<file path="src/rtl/spi_pkg.sv">
// rtl/spi_pkg.sv - shared SPI frame constants and FSM state encoding
package spi_pkg;
  localparam int DEF_RW_FLAG    = 1;
  localparam int DEF_ADDR_WIDTH = 3;
  localparam int DEF_DATA_WIDTH = 8;
  localparam int DEF_CMD_WIDTH  = DEF_RW_FLAG + DEF_ADDR_WIDTH + DEF_DATA_WIDTH;

  localparam logic RW_WRITE    = 1'b1;
  localparam logic RW_READ     = 1'b0;
  localparam int   RW_BIT      = DEF_CMD_WIDTH - 1;
  localparam int   SYNC_STAGES = 2;

  typedef enum logic [1:0] {
    ST_IDLE = 2'd0,
    ST_CMD  = 2'd1,
    ST_RESP = 2'd2,
    ST_DONE = 2'd3
  } spi_state_e;
endpackage

</file>
<file path="src/rtl/spi_in_sync.sv">
// rtl/spi_in_sync.sv - synchronizes sclk/cs/mosi into clk and strobes sclk edges
module spi_in_sync
  import spi_pkg::*;
(
  input  logic clk,
  input  logic rst,
  input  logic sclk_i,
  input  logic cs_i,
  input  logic mosi_i,
  output logic cs_s_o,
  output logic mosi_s_o,
  output logic rise_o,
  output logic fall_o
);
  logic [SYNC_STAGES-1:0] sclk_q, cs_q, mosi_q;
  logic sclk_dly_q, rise_q, fall_q;

  // cs resets low so a cs already low at reset release never looks like a new frame
  always_ff @(posedge clk or posedge rst) begin
    if (rst) begin
      sclk_q     <= '0;
      cs_q       <= '0;
      mosi_q     <= '0;
      sclk_dly_q <= 1'b0;
      rise_q     <= 1'b0;
      fall_q     <= 1'b0;
    end else begin
      sclk_q     <= {sclk_q[SYNC_STAGES-2:0], sclk_i};
      cs_q       <= {cs_q[SYNC_STAGES-2:0], cs_i};
      mosi_q     <= {mosi_q[SYNC_STAGES-2:0], mosi_i};
      sclk_dly_q <= sclk_q[SYNC_STAGES-1];
      rise_q     <= sclk_q[SYNC_STAGES-1] & ~sclk_dly_q;
      fall_q     <= ~sclk_q[SYNC_STAGES-1] & sclk_dly_q;
    end
  end

  assign cs_s_o   = cs_q[SYNC_STAGES-1];
  assign mosi_s_o = mosi_q[SYNC_STAGES-1];
  assign rise_o   = rise_q;
  assign fall_o   = fall_q;
endmodule

</file>
<file path="src/rtl/spi_slave_regfile.sv">
// rtl/spi_slave_regfile.sv - SPI target decoding {rw, addr, data} frames into a register file
module spi_slave_regfile
  import spi_pkg::*;
#(
  parameter int RW_FLAG    = DEF_RW_FLAG,
  parameter int ADDR_WIDTH = DEF_ADDR_WIDTH,
  parameter int DATA_WIDTH = DEF_DATA_WIDTH
) (
  input  logic                  clk,
  input  logic                  rst,
  input  logic                  sclk,
  input  logic                  cs,
  input  logic                  mosi,
  output logic                  miso,
  output logic                  wr_valid,
  output logic [ADDR_WIDTH-1:0] wr_addr,
  output logic [DATA_WIDTH-1:0] wr_data,
  output logic                  frame_err
);
  localparam int CMD_WIDTH = RW_FLAG + ADDR_WIDTH + DATA_WIDTH;
  localparam int CNT_W     = $clog2(CMD_WIDTH);

  logic cs_s, mosi_s, rise, fall;

  spi_in_sync u_sync (
    .clk     (clk),
    .rst     (rst),
    .sclk_i  (sclk),
    .cs_i    (cs),
    .mosi_i  (mosi),
    .cs_s_o  (cs_s),
    .mosi_s_o(mosi_s),
    .rise_o  (rise),
    .fall_o  (fall)
  );

  spi_state_e             state_q;
  logic                   cs_prev_q;
  logic [CNT_W-1:0]       bit_cnt_q;
  logic [CMD_WIDTH-2:0]   cmd_sr_q;
  logic [DATA_WIDTH-1:0]  resp_sr_q;
  logic                   resp_armed_q;
  logic                   miso_q, wr_valid_q, frame_err_q;
  logic [ADDR_WIDTH-1:0]  wr_addr_q;
  logic [DATA_WIDTH-1:0]  wr_data_q;
  logic [DATA_WIDTH-1:0]  regs_q [2**ADDR_WIDTH];

  // Full frame as it stands once the current mosi sample is shifted in
  logic [CMD_WIDTH-1:0]   cmd_d;
  logic                   cmd_rw;
  logic [ADDR_WIDTH-1:0]  cmd_addr;
  logic [DATA_WIDTH-1:0]  cmd_data;

  assign cmd_d    = {cmd_sr_q, mosi_s};
  assign cmd_rw   = cmd_d[CMD_WIDTH-1];
  assign cmd_addr = cmd_d[DATA_WIDTH +: ADDR_WIDTH];
  assign cmd_data = cmd_d[DATA_WIDTH-1:0];

  always_ff @(posedge clk or posedge rst) begin
    if (rst) begin
      state_q      <= ST_IDLE;
      cs_prev_q    <= 1'b0;
      bit_cnt_q    <= '0;
      cmd_sr_q     <= '0;
      resp_sr_q    <= '0;
      resp_armed_q <= 1'b0;
      miso_q       <= 1'b0;
      wr_valid_q   <= 1'b0;
      wr_addr_q    <= '0;
      wr_data_q    <= '0;
      frame_err_q  <= 1'b0;
      for (int i = 0; i < 2**ADDR_WIDTH; i++) regs_q[i] <= '0;
    end else begin
      cs_prev_q   <= cs_s;
      wr_valid_q  <= 1'b0;
      frame_err_q <= 1'b0;
      case (state_q)
        ST_IDLE: begin
          // Only a real cs falling edge starts a frame, so a frame cut by reset is skipped
          if (cs_prev_q && !cs_s) begin
            state_q   <= ST_CMD;
            bit_cnt_q <= '0;
          end
        end
        ST_CMD: begin
          if (cs_s) begin
            state_q     <= ST_IDLE;
            frame_err_q <= 1'b1;
          end else if (rise) begin
            cmd_sr_q  <= cmd_d[CMD_WIDTH-2:0];
            bit_cnt_q <= bit_cnt_q + 1'b1;
            if (bit_cnt_q == CNT_W'(CMD_WIDTH - 1)) begin
              if (cmd_rw == RW_READ) begin
                resp_sr_q    <= regs_q[cmd_addr];
                miso_q       <= regs_q[cmd_addr][DATA_WIDTH-1];
                resp_armed_q <= 1'b0;
                bit_cnt_q    <= '0;
                state_q      <= ST_RESP;
              end else begin
                regs_q[cmd_addr] <= cmd_data;
                wr_valid_q       <= 1'b1;
                wr_addr_q        <= cmd_addr;
                wr_data_q        <= cmd_data;
                state_q          <= ST_DONE;
              end
            end
          end
        end
        ST_RESP: begin
          if (cs_s) begin
            state_q     <= ST_IDLE;
            miso_q      <= 1'b0;
            frame_err_q <= 1'b1;
          end else if (rise) begin
            resp_armed_q <= 1'b1;
            bit_cnt_q    <= bit_cnt_q + 1'b1;
            if (bit_cnt_q == CNT_W'(DATA_WIDTH - 1)) begin
              state_q <= ST_DONE;
              miso_q  <= 1'b0;
            end
          end else if (fall && resp_armed_q) begin
            // The fall trailing cmd bit 11 arrives unarmed and leaves the MSB in place
            resp_armed_q <= 1'b0;
            resp_sr_q    <= resp_sr_q << 1;
            miso_q       <= resp_sr_q[DATA_WIDTH-2];
          end
        end
        ST_DONE: begin
          miso_q <= 1'b0;
          if (cs_s) state_q <= ST_IDLE;
        end
        default: state_q <= ST_IDLE;
      endcase
    end
  end

  assign miso      = miso_q;
  assign wr_valid  = wr_valid_q;
  assign wr_addr   = wr_addr_q;
  assign wr_data   = wr_data_q;
  assign frame_err = frame_err_q;
endmodule

</file>
<file path="config.mk">
export PLATFORM = sky130hd
export DESIGN_NAME = spi_slave_regfile
export DESIGN_NICKNAME = d
export VERILOG_FILES = /design/src/rtl/spi_pkg.sv /design/src/rtl/spi_in_sync.sv /design/src/rtl/spi_slave_regfile.sv
export SDC_FILE = /design/constraint.sdc
export NUM_CORES = 1
export LEC_CHECK = 0
export BUFFER_PORTS_ARGS = -buffer_cell sky130_fd_sc_hd__buf_2
export CORE_MARGIN = 1
export CORE_UTILIZATION = 40
export CTS_CLUSTER_DIAMETER = 120
export DETAILED_ROUTE_END_ITERATION = 8
export GPL_TIMING_DRIVEN = 0
export PLACE_DENSITY = 0.68
export SETUP_SLACK_MARGIN = 0.1
export SYNTH_ARGS = -nofsm -noshare
export SYNTH_HDL_FRONTEND = slang
export SYNTH_HIERARCHICAL = 1
export SYNTH_SLANG_ARGS = --single-unit
</file>
<file path="constraint.sdc">
create_clock -name clk -period 3.1 [get_ports clk]
set_input_delay 0.155 -clock clk [delete_from_list [all_inputs] [get_ports clk]]
set_output_delay 0.155 -clock clk [all_outputs]
set_load 0.02 [all_outputs]
</file>
---- Word-level counts from Yosys, hierarchy flattened ----
Cells that the tools add are included.
storage, ports and cells
  register bits after elaboration ......... 113
  output and inout port bits .............. 14
operators by class
  add/subtract/negate cells ............... 1
  magnitude comparators ................... 2
  equality and inequality tests ........... 22
  multiplexer cells ....................... 56
  bitwise logic cells ..................... 6
  reduce and logical (&&, ||, !) cells .... 16
operators with widths
  kind                 count
  $bwmux 64            1
  $mux 7               7
  $mux 4               7
  $bmux 8 s3           1
  $demux 8 s3          1
  $mux 8               3
  $mux 1               23
  $mux 2               8
  $ne 2x2->1 const B   7
  $pmux 7 s2           1
  $reduce_and 7->1     2
  $pmux 4 s3           1
  $reduce_and 6->1     2
  $ne 3x2->1 const B   3
  $pmux 2 s4           1
  $reduce_and 8->1     1
  $ne 2x1->1 const B   3
  $ne 3x1->1 const B   2
  $reduce_bool 3->1    2
  $reduce_and 5->1     1
  $add 4x1->4 const B  1
  $eq 2x2->1 const B   2
  $eq 4x3->1 const B   1
  $eq 4x4->1 const B   1
  other kinds (16)     21

---- Longest topological paths before layout ----
  depth in word-level cells ............... 9
  mapped depth ............................ 8

---- Modules after synthesis ----
The synthesis kept the hierarchy.
by module, submodules not included
  module             times used  cells an instance  area each (um^2)  seq. area each (um^2)
  spi_slave_regfile  1           350                4899.7            2602.5
  spi_in_sync        1           12                 244.0             225.2

---- Least setup slack after synthesis ----
OpenSTA, ideal clock, no wires.
  kind .................................... register to register
  start point ............................. register state_q[1]
  end point ............................... register regs_q[48] (netlist name)
  setup time .............................. 125 ps
  arrival time ............................ 1961 ps
  slack ................................... 1014 ps
  stages on the path, launching flop included .. 9
  cell sequence ........................... dfrtp_1 > inv_1 > ha_1 > buf_2 > nand3b_2 > or4_1 > buf_6 > nor2_8 > mux2_2
between the ends
  longest elaborated chain between the ends .. 2
RTL lines
  element                            RTL line                  RTL
  from (decl)                        spi_slave_regfile.sv:37   spi_state_e state_q;
  from (signal assigned)             spi_slave_regfile.sv:61   state_q <= ST_IDLE;
  from (signal assigned)             spi_slave_regfile.sv:81   state_q <= ST_CMD;
  from (signal assigned)             spi_slave_regfile.sv:87   state_q <= ST_IDLE;
  $eq 2x1->1                         spi_slave_regfile.sv:77   case (state_q)
  $reduce_and 5->1 (no source line)  -
  to (signal, indexed assignment)    spi_slave_regfile.sv:100  regs_q[cmd_addr] <= cmd_data;
  to (decl)                          spi_slave_regfile.sv:46   logic [DATA_WIDTH-1:0] regs_q [2**ADDR_WIDTH];
Every way passes these cells.
A chain may end at the register's enable or synchronous reset.

---- Worst setup path after layout ----
  start point ............................. register state_q[1]
  end point ............................... register regs_q[24] (netlist name)
Same word-level chain as after synthesis.

==> impl_metrics.env <==
export IMPL_layout_cells_most_common_list="sky130_fd_sc_hd__dfrtp_1, sky130_fd_sc_hd__mux2_2, sky130_fd_sc_hd__buf_2"
export IMPL_finalWirelength_mm=10.5
export IMPL_dpl_hpwl_mm=6.77
export IMPL_clock_latency_ns=0.41
export IMPL_port_buf_inserts=18
export IMPL_numClockSinks=113
export IMPL_power_leakage_uw=0.00301
export IMPL_cts_setup_buffers=0
export IMPL_resized_after_cts=0
export IMPL_clkSlewWorstSetupHoldPaths_ns=0.05
export IMPL_hold_worst_slack_ns=0.271
export IMPL_synthesis_stage_register_bit_count=113
export IMPL_drtPass1Iterations=4
export IMPL_drt_initial_drc_count=116
export IMPL_num_io_pins=19
export IMPL_setup_viol_count_final=0
export IMPL_grt_max_degree=77
export IMPL_rows=41
export IMPL_proportion_of_layout_cells_with_a_drive_suffix_above_1_pct=42.4
export IMPL_starting_utilization_of_the_core_area_pct=40.9
export IMPL_core_region_area_mm2=0.0126
export IMPL_run_status="completed"
export IMPL_timing_clock_skew_ns=0.00788
export IMPL_fmax_mhz=419
export IMPL_critical_path_arrival_ns=2.67
export IMPL_synth_lib_cells_used_distinct=47
export IMPL_number_of_antenna_cells_inserted=0
export IMPL_p_sw_share_pct=24.7
export IMPL_finalMaxSlewViolations=0
export IMPL_seq_power_share_pct=36.2
export IMPL_clock_power_share_pct=49.4
export IMPL_drcViolationCount=0
export IMPL_postCtsHoldBufs=4
export IMPL_via_count=3033
export IMPL_global_route_usage_total_pct=18.1
export IMPL_num_nets_final=414
export IMPL_critical_path_endpoint="regs_q[24]"
export IMPL_worstPathMaxFanout=8
export IMPL_clock_root_buffer="sky130_fd_sc_hd__clkbuf_16"
export IMPL_layout_area_overhead_vs_synth_pct=20.3
export IMPL_final_min_clock_period_ns=2.38
export IMPL_synth_largest_type_area_fraction_pct=55.0
export IMPL_yosysTopAreaCell="sky130_fd_sc_hd__dfrtp_1"
export IMPL_detailed_place_area_mm2=0.00548
export IMPL_rr_startpoint="state_q[1]"
export IMPL_ant_nets=0
export IMPL_synth_enable_flop_cells=0
export IMPL_numCtsBuffers=17
export IMPL_overall_die_width_um=115
export IMPL_synth_area_leaders="sky130_fd_sc_hd__dfrtp_1, sky130_fd_sc_hd__mux2_2, sky130_fd_sc_hd__mux4_2"
export IMPL_ff2ff_setup_slack_ns=0.72
export IMPL_antenna_found_initial=0
export IMPL_cap_violations=0
export IMPL_min_delay_worst_type="in -> async"
export IMPL_fin_crit_sh_pct=76.9
export IMPL_first_global_vias=3187
export IMPL_die_area_mm2=0.0133
export IMPL_destination_of_the_worst_register_to_register_timing_path="regs_q[24]"
export IMPL_total_switching_power_uw=1090
export IMPL_share_comb_of_total_power_pct=14.4
export IMPL_cts_buffer_depth=2
export IMPL_tritoncts="done"
export IMPL_post_synth_instance_area_mm2=0.00514
export IMPL_synth_warnings=6
export IMPL_globalplace_congestion=0.818
export IMPL_worst_setup_path_startpoint="state_q[1]"
export IMPL_hold_viol=0
export IMPL_crit_path_end_kind="register"
export IMPL_required_ns=3.39
export IMPL_synth_ff_type="sky130_fd_sc_hd__dfrtp_1"
export IMPL_post_synth_inst_count=362
export IMPL_rsz0062_at_grt="no"
export IMPL_internal_power_uw=3330
export IMPL_clock_tree_htree_level_count=4
export IMPL_setup_slack_after_layout_ns=0.716
export IMPL_critical_path_launch_point_type="register"
export IMPL_preCtsSetupSlack_ns=0.738
export IMPL_power_density_mw_per_mm2=716
export IMPL_asyncSetResetFlopFracSynth_pct=100
export IMPL_grt_ovfl_total=0
export IMPL_die_height_um=115
export IMPL_total_of_fill_cells_in_the_finished_design=1069
export IMPL_synth_yosys_seq_area_share_pct=55.0
export IMPL_tightestPinTransition_ns=0.811
export IMPL_worst_r2r_path_depth=8
export IMPL_vdd_ir_drop_worst_uv=491
export IMPL_worst_setup_path_type="reg -> reg"
export IMPL_mappedNetlistNets=372
export IMPL_route_detailed_vias_per_inst=5.15
export IMPL_mostFrequentLayoutCell="sky130_fd_sc_hd__dfrtp_1"
export IMPL_synth_area_per_cell_um2=14.2
export IMPL_p_total_uw=4430
export IMPL_max_slew_margin_rel_pct=45.9
export IMPL_fin_area_mm2=0.00619
export IMPL_first_pass_grt_wire_length_mm=17.3
export IMPL_avg_wl_per_cell_um=17.8
## critical path, stage by stage (launching register included)
cell,delay (ns)
sky130_fd_sc_hd__dfrtp_1,0.39
sky130_fd_sc_hd__inv_1,0.10
sky130_fd_sc_hd__ha_1,0.15
sky130_fd_sc_hd__buf_2,0.20
sky130_fd_sc_hd__nand3b_2,0.15
sky130_fd_sc_hd__or3_1,0.37
sky130_fd_sc_hd__buf_2,0.19
sky130_fd_sc_hd__nor2_4,0.32
sky130_fd_sc_hd__mux2_2,0.39
## final cells by class
class                   count  area, µm²  share of cell area, %
plain buffers              24        110                   1.78
well taps                 172        215                   3.48
inverters                  13       51.3                  0.829
flip-flops and latches    113       2830                   45.7
clock inverters            11        208                   3.36
clock buffers              21        460                   7.44
repair buffers             23        158                   2.55
multi-input cells         212       2160                   34.9
## sequential cells by signal, summed over array words and instances, names as in the netlist, 2 cells and up
| signal | count |
|---|---|
| u_sync/sclk_q | 2 |
| regs_q | 64 |
| bit_cnt_q | 4 |
| resp_sr_q | 7 |
| u_sync/mosi_q | 2 |
| u_sync/cs_q | 2 |
| wr_addr | 3 |
| state_q | 2 |
| cmd_sr_q | 11 |
| wr_data | 8 |
## metal layers
layer	part of all wire [%]	vias to the layer above	global-route usage, %
met1	46	1582	23.0
li1	-	1400	-
met3	2.7	11	5.11
met2	50	40	28.9
met5	0	-	0
met4	1.7	0	7.53
## Yosys cell counts (all sizes together), types with 4 or more instances
cell / number
inv: 13
clkbuf: 14
a221o: 6
nor2b: 4
nand2: 8
ha: 5
nand3b: 4
nor2: 13
mux4: 12
mux2: 94
o21ai: 8
mux2i: 9
dfrtp: 113
buf: 10
nand2b: 6
nor3: 7
## kinds of logic (layout without fill, tap and decap cells)
logic type / Yosys count / count (layout) / synth area share, %
AOI/OAI and AO/OA: 37 / 37 / 5.40
adders and majority gates: 5 / 5 / 1.22
buffers and inverters: 37 / 92 / 3.09
DFF: 113 / 113 / 55.0
muxes: 115 / 115 / 27.6
and+or+nand+nor: 55 / 55 / 7.74
## stage by stage
stage	setup TNS (ns)	instances	util, %
after floorplan	0	362	-
after global placement	-90.99	552	43.4
after detailed placement	0	553	43.6
after CTS	0	589	49.2
after global routing	0	589	49.2
final	0	589	49.2
## how the worst min path moves through the flow
stage / slack (ns) / depth (start not counted) / to / startpoint
2_1_floorplan: -0.02 / 1 / u_sync/cs_q[0] / rst
3_3_place_gp: 0.13 / 2 / u_sync/mosi_q[1] / rst
3_5_place_dp: 0.16 / 2 / u_sync/mosi_q[1] / rst
4_1_cts: 0.27 / 3 / u_sync/sclk_q[0] / rst
5_1_grt: 0.32 / 3 / u_sync/sclk_q[0] / rst
6_report: 0.27 / 3 / u_sync/sclk_q[0] / rst
## power by group through the flow
stage	Clock (µW)	Sequential (µW)	Combinational, µW
after global routing	2290	1610	715
after global placement	0	1620	610
after CTS	2230	1600	637
final	2190	1600	637
after floorplan	0	1620	477
after detailed placement	0	1630	632
Power figures use the tool's default switching activity.
